[config.mk]
export PLATFORM = sky130hd
export DESIGN_NAME = cell_write_scheduler_flat
export DESIGN_NICKNAME = d
export VERILOG_FILES = /design/src/rtl/cell_write_scheduler_pkg.sv /design/src/rtl/cell_write_scheduler_if.sv /design/src/rtl/cell_write_scheduler_fill.sv /design/src/rtl/cell_write_scheduler.sv /design/src/flat_wrapper.sv
export SDC_FILE = /design/constraint.sdc
export NUM_CORES = 1
export LEC_CHECK = 0
export CAP_MARGIN = 10
export CORE_MARGIN = 5
export CORE_UTILIZATION = 47
export DETAILED_ROUTE_END_ITERATION = 6
export PLACE_DENSITY = 0.9
export SLEW_MARGIN = 20
export SYNTH_ARGS = -nofsm -noshare
export SYNTH_HDL_FRONTEND = slang
export SYNTH_HIERARCHICAL = 1
export SYNTH_SLANG_ARGS = --single-unit
[constraint.sdc]
create_clock -name clk -period 2.4 [get_ports clk]
set_input_delay 0.48 -clock clk [delete_from_list [all_inputs] [get_ports clk]]
set_output_delay 0.48 -clock clk [all_outputs]
set_load 0.01 [all_outputs]
[src/rtl/cell_write_scheduler_pkg.sv]
// rtl/cell_write_scheduler_pkg.sv - cell buffer geometry, types and scheduler state encoding
package cell_buffer_pkg;
    localparam int CELL_HORIZONTAL_LENGHT = 36;
    localparam int CELL_VERTICAL_LENGHT   = 20;
    localparam int CELL_COUNT             = CELL_HORIZONTAL_LENGHT * CELL_VERTICAL_LENGHT;
    localparam int CELL_ADDR_W            = $clog2(CELL_COUNT);

    typedef logic [7:0]             cell_char_t;
    typedef logic [CELL_ADDR_W-1:0] cell_addr_t;

    typedef enum logic {IDLE, FILL} sched_state_t;
    typedef enum logic {REQ_A, REQ_B} req_sel_t;

    localparam cell_addr_t LAST_ADDR = cell_addr_t'(CELL_COUNT - 1);

    function automatic logic addr_in_range(input cell_addr_t addr);
        return addr < cell_addr_t'(CELL_COUNT);
    endfunction
endpackage

[src/rtl/cell_write_scheduler_if.sv]
// rtl/cell_write_scheduler_if.sv - requester, fill and cell-buffer write signals of the scheduler
interface cell_write_scheduler_if;
    import cell_buffer_pkg::*;

    logic       vblank;
    logic       a_valid;
    cell_addr_t a_addr;
    cell_char_t a_data;
    logic       a_ready;
    logic       b_valid;
    cell_addr_t b_addr;
    cell_char_t b_data;
    logic       b_ready;
    logic       fill_start;
    cell_char_t fill_char;
    logic       fill_busy;
    logic       fill_done;
    logic       mem_we;
    cell_addr_t mem_addr;
    cell_char_t mem_data;
    logic       drop;

    modport slave (
        input  vblank, a_valid, a_addr, a_data, b_valid, b_addr, b_data, fill_start, fill_char,
        output a_ready, b_ready, fill_busy, fill_done, mem_we, mem_addr, mem_data, drop
    );

    modport master (
        output vblank, a_valid, a_addr, a_data, b_valid, b_addr, b_data, fill_start, fill_char,
        input  a_ready, b_ready, fill_busy, fill_done, mem_we, mem_addr, mem_data, drop
    );
endinterface

[src/rtl/cell_write_scheduler_fill.sv]
// rtl/cell_write_scheduler_fill.sv - whole-screen fill engine: address counter, latched char, done pulse
module cell_fill_engine
    import cell_buffer_pkg::*;
(
    input  logic       clk,
    input  logic       rst,
    input  logic       i_start,
    input  logic       i_gate,
    input  cell_char_t i_char,
    output logic       o_busy,
    output logic       o_done,
    output logic       o_we,
    output cell_addr_t o_addr,
    output cell_char_t o_data,
    output logic       o_last
);
    logic       r_active;
    logic       r_tail;
    logic       r_busy;
    logic       r_done;
    cell_addr_t r_cnt;
    cell_char_t r_char;

    assign o_we   = r_active && i_gate;
    assign o_addr = r_cnt;
    assign o_data = r_char;
    assign o_last = o_we && (r_cnt == LAST_ADDR);
    assign o_busy = r_busy;
    assign o_done = r_done;

    always_ff @(posedge clk) begin
        if (!rst) begin
            r_active <= 1'b0;
            r_tail   <= 1'b0;
            r_busy   <= 1'b0;
            r_done   <= 1'b0;
            r_cnt    <= '0;
            r_char   <= '0;
        end else begin
            // busy covers the cycle the last write is on the bus; done follows it
            r_tail <= o_last;
            r_done <= r_tail;
            if (i_start && !r_active) begin
                r_active <= 1'b1;
                r_cnt    <= '0;
                r_char   <= i_char;
                r_busy   <= 1'b1;
            end else begin
                if (r_tail)
                    r_busy <= 1'b0;
                if (o_we) begin
                    if (o_last)
                        r_active <= 1'b0;
                    else
                        r_cnt <= r_cnt + 1'b1;
                end
            end
        end
    end
endmodule

[src/rtl/cell_write_scheduler.sv]
// rtl/cell_write_scheduler.sv - blanking-gated two-requester write arbiter with fill engine
// Optional build macro: CELL_WRITE_ANYTIME_EN removes the vblank gate.
module cell_write_scheduler
    import cell_buffer_pkg::*;
(
    input  logic                   clk,
    input  logic                   rst,
    cell_write_scheduler_if.slave  bus
);
    logic         w_gate;
    sched_state_t r_state;
    sched_state_t w_state_next;
    req_sel_t     r_ptr;
    logic         w_a_grant;
    logic         w_b_grant;
    logic         w_fill_go;
    logic         w_fill_we;
    logic         w_fill_last;
    cell_addr_t   w_fill_addr;
    cell_char_t   w_fill_data;
    cell_addr_t   w_req_addr;
    cell_char_t   w_req_data;
    logic         r_we;
    logic         r_drop;
    cell_addr_t   r_addr;
    cell_char_t   r_data;

`ifdef CELL_WRITE_ANYTIME_EN
    assign w_gate = 1'b1;
`else
    assign w_gate = bus.vblank;
`endif

    assign w_fill_go = rst && (r_state == IDLE) && bus.fill_start;

    cell_fill_engine u_fill (
        .clk     (clk),
        .rst     (rst),
        .i_start (w_fill_go),
        .i_gate  (w_gate),
        .i_char  (bus.fill_char),
        .o_busy  (bus.fill_busy),
        .o_done  (bus.fill_done),
        .o_we    (w_fill_we),
        .o_addr  (w_fill_addr),
        .o_data  (w_fill_data),
        .o_last  (w_fill_last)
    );

    always_comb begin
        w_state_next = r_state;
        w_a_grant    = 1'b0;
        w_b_grant    = 1'b0;
        case (r_state)
            IDLE: begin
                if (w_fill_go)
                    w_state_next = FILL;
                else if (rst && w_gate) begin
                    w_a_grant = bus.a_valid && (!bus.b_valid || r_ptr == REQ_A);
                    w_b_grant = bus.b_valid && (!bus.a_valid || r_ptr == REQ_B);
                end
            end
            FILL: begin
                if (w_fill_last)
                    w_state_next = IDLE;
            end
            default: w_state_next = IDLE;
        endcase
    end

    assign bus.a_ready = w_a_grant;
    assign bus.b_ready = w_b_grant;
    assign w_req_addr  = w_a_grant ? bus.a_addr : bus.b_addr;
    assign w_req_data  = w_a_grant ? bus.a_data : bus.b_data;

    always_ff @(posedge clk) begin
        if (!rst) begin
            r_state <= IDLE;
            r_ptr   <= REQ_A;
            r_we    <= 1'b0;
            r_drop  <= 1'b0;
            r_addr  <= '0;
            r_data  <= '0;
        end else begin
            r_state <= w_state_next;
            if (w_a_grant)
                r_ptr <= REQ_B;
            else if (w_b_grant)
                r_ptr <= REQ_A;
            r_we   <= 1'b0;
            r_drop <= 1'b0;
            if (w_fill_we) begin
                r_we   <= 1'b1;
                r_addr <= w_fill_addr;
                r_data <= w_fill_data;
            end else if (w_a_grant || w_b_grant) begin
                // out-of-range requests are consumed but never reach the buffer
                if (addr_in_range(w_req_addr)) begin
                    r_we   <= 1'b1;
                    r_addr <= w_req_addr;
                    r_data <= w_req_data;
                end else begin
                    r_drop <= 1'b1;
                end
            end
        end
    end

    assign bus.mem_we   = r_we;
    assign bus.mem_addr = r_addr;
    assign bus.mem_data = r_data;
    assign bus.drop     = r_drop;
endmodule

[src/flat_wrapper.sv]
// flat-port wrapper written by rule: the top's interface ports become plain ports
module cell_write_scheduler_flat import cell_buffer_pkg::*;
  (clk, rst, bus_vblank, bus_a_valid, bus_a_addr, bus_a_data, bus_b_valid, bus_b_addr, bus_b_data, bus_fill_start, bus_fill_char, bus_a_ready, bus_b_ready, bus_fill_busy, bus_fill_done, bus_mem_we, bus_mem_addr, bus_mem_data, bus_drop);
  cell_write_scheduler_if bus_i ();
  input  logic clk;
  input  logic rst;
  input wire logic [$bits(bus_i.vblank)-1:0] bus_vblank;
  input wire logic [$bits(bus_i.a_valid)-1:0] bus_a_valid;
  input wire logic [$bits(bus_i.a_addr)-1:0] bus_a_addr;
  input wire logic [$bits(bus_i.a_data)-1:0] bus_a_data;
  input wire logic [$bits(bus_i.b_valid)-1:0] bus_b_valid;
  input wire logic [$bits(bus_i.b_addr)-1:0] bus_b_addr;
  input wire logic [$bits(bus_i.b_data)-1:0] bus_b_data;
  input wire logic [$bits(bus_i.fill_start)-1:0] bus_fill_start;
  input wire logic [$bits(bus_i.fill_char)-1:0] bus_fill_char;
  output wire logic [$bits(bus_i.a_ready)-1:0] bus_a_ready;
  output wire logic [$bits(bus_i.b_ready)-1:0] bus_b_ready;
  output wire logic [$bits(bus_i.fill_busy)-1:0] bus_fill_busy;
  output wire logic [$bits(bus_i.fill_done)-1:0] bus_fill_done;
  output wire logic [$bits(bus_i.mem_we)-1:0] bus_mem_we;
  output wire logic [$bits(bus_i.mem_addr)-1:0] bus_mem_addr;
  output wire logic [$bits(bus_i.mem_data)-1:0] bus_mem_data;
  output wire logic [$bits(bus_i.drop)-1:0] bus_drop;
  assign bus_i.vblank = bus_vblank;
  assign bus_i.a_valid = bus_a_valid;
  assign bus_i.a_addr = bus_a_addr;
  assign bus_i.a_data = bus_a_data;
  assign bus_i.b_valid = bus_b_valid;
  assign bus_i.b_addr = bus_b_addr;
  assign bus_i.b_data = bus_b_data;
  assign bus_i.fill_start = bus_fill_start;
  assign bus_i.fill_char = bus_fill_char;
  assign bus_a_ready = bus_i.a_ready;
  assign bus_b_ready = bus_i.b_ready;
  assign bus_fill_busy = bus_i.fill_busy;
  assign bus_fill_done = bus_i.fill_done;
  assign bus_mem_we = bus_i.mem_we;
  assign bus_mem_addr = bus_i.mem_addr;
  assign bus_mem_data = bus_i.mem_data;
  assign bus_drop = bus_i.drop;
  cell_write_scheduler u_core (.clk(clk), .rst(rst), .bus(bus_i));
endmodule
==> flow_summary.toml <==
[finish]
drive_above_1_share_pct = 10.4
nNetsFinal = 407
final_area_mm2 = 0.00337
num_antenna_cells = 0
area_delta_synth_final_pct = 41.0

[grt]
overflow = 0
grt_start_max_net_pins = 46
grt_pass1_wl_um = 10500
grtUsageTotal_pct = 20.3
antenna_found_initial = 0
grt_pass1_vias = 2205

[drt]
wl_per_cell_um = 15.4
vias_per_cell = 5.60
wl_met1_um = 2680
drtPass1Iterations = 5
route.detailed.drc = 0
wl_met3_um = 465
top_layer_used = "met4"
final_antenna_net_count = 0
wl_met2_um = 3350
wl_um = 6600
detail_route.iter0.violations = 223
vias = 2391

[die]
die_y_um = 81.3
std_cell_rows = 26
ios = 74
dieWidth_um = 81.3
coreArea_mm2 = 0.00501
initial_utilization_pct = 47.8
die_area_mm2 = 0.00662

[synth]
syn_inst = 276
synth-warning-count = 6
async_flop_share_pct = 0
syn_area_mm2 = 0.00239
synth_top_flop_cell = "dfxtp_1"
syn_area_per_cell_um2 = 8.67
synth_nets = 327
ys_seq_area_share_pct = 36.8
synth.distinct_cells = 51
synth.ff_latch_count = 44
synth_edf_count = 0

[worst_setup_path]
start_kind = "input pin"
critPathMaxFanout = 3
arrival_ns = 1.69
critical_path_buf_inv_count = 2
path_delay_family = "buffers and inverters"
cpPeakStageDelay_ns = 0.44
crit_chain = "clkdlybuf4s50_1, nand4bb_1, nor3_2, dlygate4sd2_1"
endpoint_kind = "output pin"
slowest_stage = "clkdlybuf4s50_1"
critical_path_class = "in -> out"
crit_required_ns = 1.92

[placed_design]
gp_congestion = 0.916
dp_slack_ns = -0.150
postPlaceCellArea_mm2 = 0.00327
port_buffers = 73
dp_hpwl_um = 4940

[timing]
worst_slack_ns = 0.228
worst_pin_slew_ns = 0.469
rsz0062_at_grt = "false"
relSlewSlack_pct = 68.4
setup_viol_count_final = 0
clock_skew_ns = 0.00496
max_freq_mhz = 460
fin_crit_ns = 2.17
post-route-period-util_pct = 90.5
hold_viol = 0
drv_slew = 0

[clock_network]
cts_tree = "yes"
cts-resized-gates = 3
cts_buffer_depth = 2
clk_pin_slew_ns = 0.08
numClockSinks = 44
cts_setup_buffers = 0
htree_levels = 2
cts_buffers = 5
root_buffer = "clkbuf_8"
cts_hold_buf = 0
clock_latency_ns = 0.30

[power]
ir_worst_vdd_uv = 415
power_w = 0.00165
power.leakage_nw = 1.35
p_per_area_mw_per_mm2 = 488

[hold_path]
hold_class = "reg -> reg"

[job]
cap_violations = 0

[outcome]
status = "finished, final reports clean"
==> routing by layer <==
| layer | up-vias | global-route usage [%] |
|---|---|---|
| li1 | 1169 | - |
| met1 | 1114 | 25.5 |
| met2 | 95 | 35.2 |
| met3 | 13 | 3.66 |
| met4 | 0 | 5.74 |
| met5 | - | 0 |
==> synthesized netlist by cell type, types with 6 or more instances <==
master / n / area share, %
a21boi_0: 12 / 3.8
o21ai_0: 8 / 1.7
inv_1: 12 / 1.9
dfxtp_1: 44 / 37
nand2b_1: 15 / 3.9
mux2i_1: 21 / 8.8
and3_1: 15 / 3.9
a221oi_1: 6 / 2.2
a21oi_1: 18 / 3.8
nand2_1: 33 / 5.2
nand3_1: 8 / 1.7
o311ai_0: 9 / 3.3
clkbuf_1: 10 / 1.6
==> kinds of logic (layout without fill, tap and decap cells) <==
group,Yosys count,after routing,synth area share (%)
adders and majority gates,1,1,0.523
DFF,44,44,36.8
buffers and inverters,31,112,6.01
muxes,21,21,8.79
AOI/OAI and AO/OA,75,75,23.4
and+or+nand+nor,104,104,24.5
==> worst register-to-register path, cell delays in order (launching register included) <==
cell	delay, ns
dfxtp_1	0.40
and4bb_4	0.23
buf_4	0.14
buf_4	0.19
and3_1	0.18
o311ai_0	0.39
mux2i_1	0.12
==> power breakdown <==
part           internal (W)  leakage, nW  switching (W)
sequential         0.000758        0.357      0.0000183
clock              0.000308       0.0541       0.000259
combinational      0.000176        0.938       0.000128
==> placed cells by master, fill, tap and decap left out, types with 5 or more instances in the layout <==
master / n
a21boi_0: 12
a21oi_1: 18
a221oi_1: 6
and3_1: 15
buf_4: 17
clkbuf_8: 5
clkdlybuf4s50_1: 70
dfxtp_1: 44
inv_1: 12
mux2i_1: 21
nand2_1: 33
nand2b_1: 15
nand3_1: 8
o21ai_0: 8
o311ai_0: 9
==> sequential cells by signal, summed over array words and instances, names as in the netlist, 8 cells and up <==
register	cells
u_core/bus.mem_addr	10
u_core/u_fill/o_data	8
u_core/u_fill/o_addr	10
u_core/bus.mem_data	8
==> final timing paths <==
check	depth (start not counted)	from	to	slack, ns
worst max-delay path	4	bus_fill_start	bus_b_ready	0.23
worst min-delay path	2	u_core/bus.mem_data[6]$_SDFFE_PN0P_	u_core/bus.mem_data[6]$_SDFFE_PN0P_	0.46
worst max register to register	6	u_core/r_state$_SDFF_PN0_	u_core/bus.mem_data[1]$_SDFFE_PN0P_	0.61
worst min register to register	2	u_core/bus.mem_data[6]$_SDFFE_PN0P_	u_core/bus.mem_data[6]$_SDFFE_PN0P_	0.46
==> through the flow <==
step                hold slack, ns  cells  setup TNS (ns)  util [%]
floorplan                    0.420    276               0         -
global placement             0.438    419          -0.113      65.2
detailed placement           0.452    419          -0.182      65.2
CTS                          0.464    427               0      67.3
global route                 0.484    427               0      67.3
finish                       0.460    427               0      67.3
==> area by class of cell <==
class,instances,area [um^2]
Inverter,13,51.3
Fill cell,392,1640
Timing Repair Buffer,91,875
Clock inverter,3,42.5
Sequential cell,44,881
Multi-Input combinational cell,201,1370
Tap cell,70,87.6
Clock buffer,5,68.8
(Power assumes the default switching activity.)
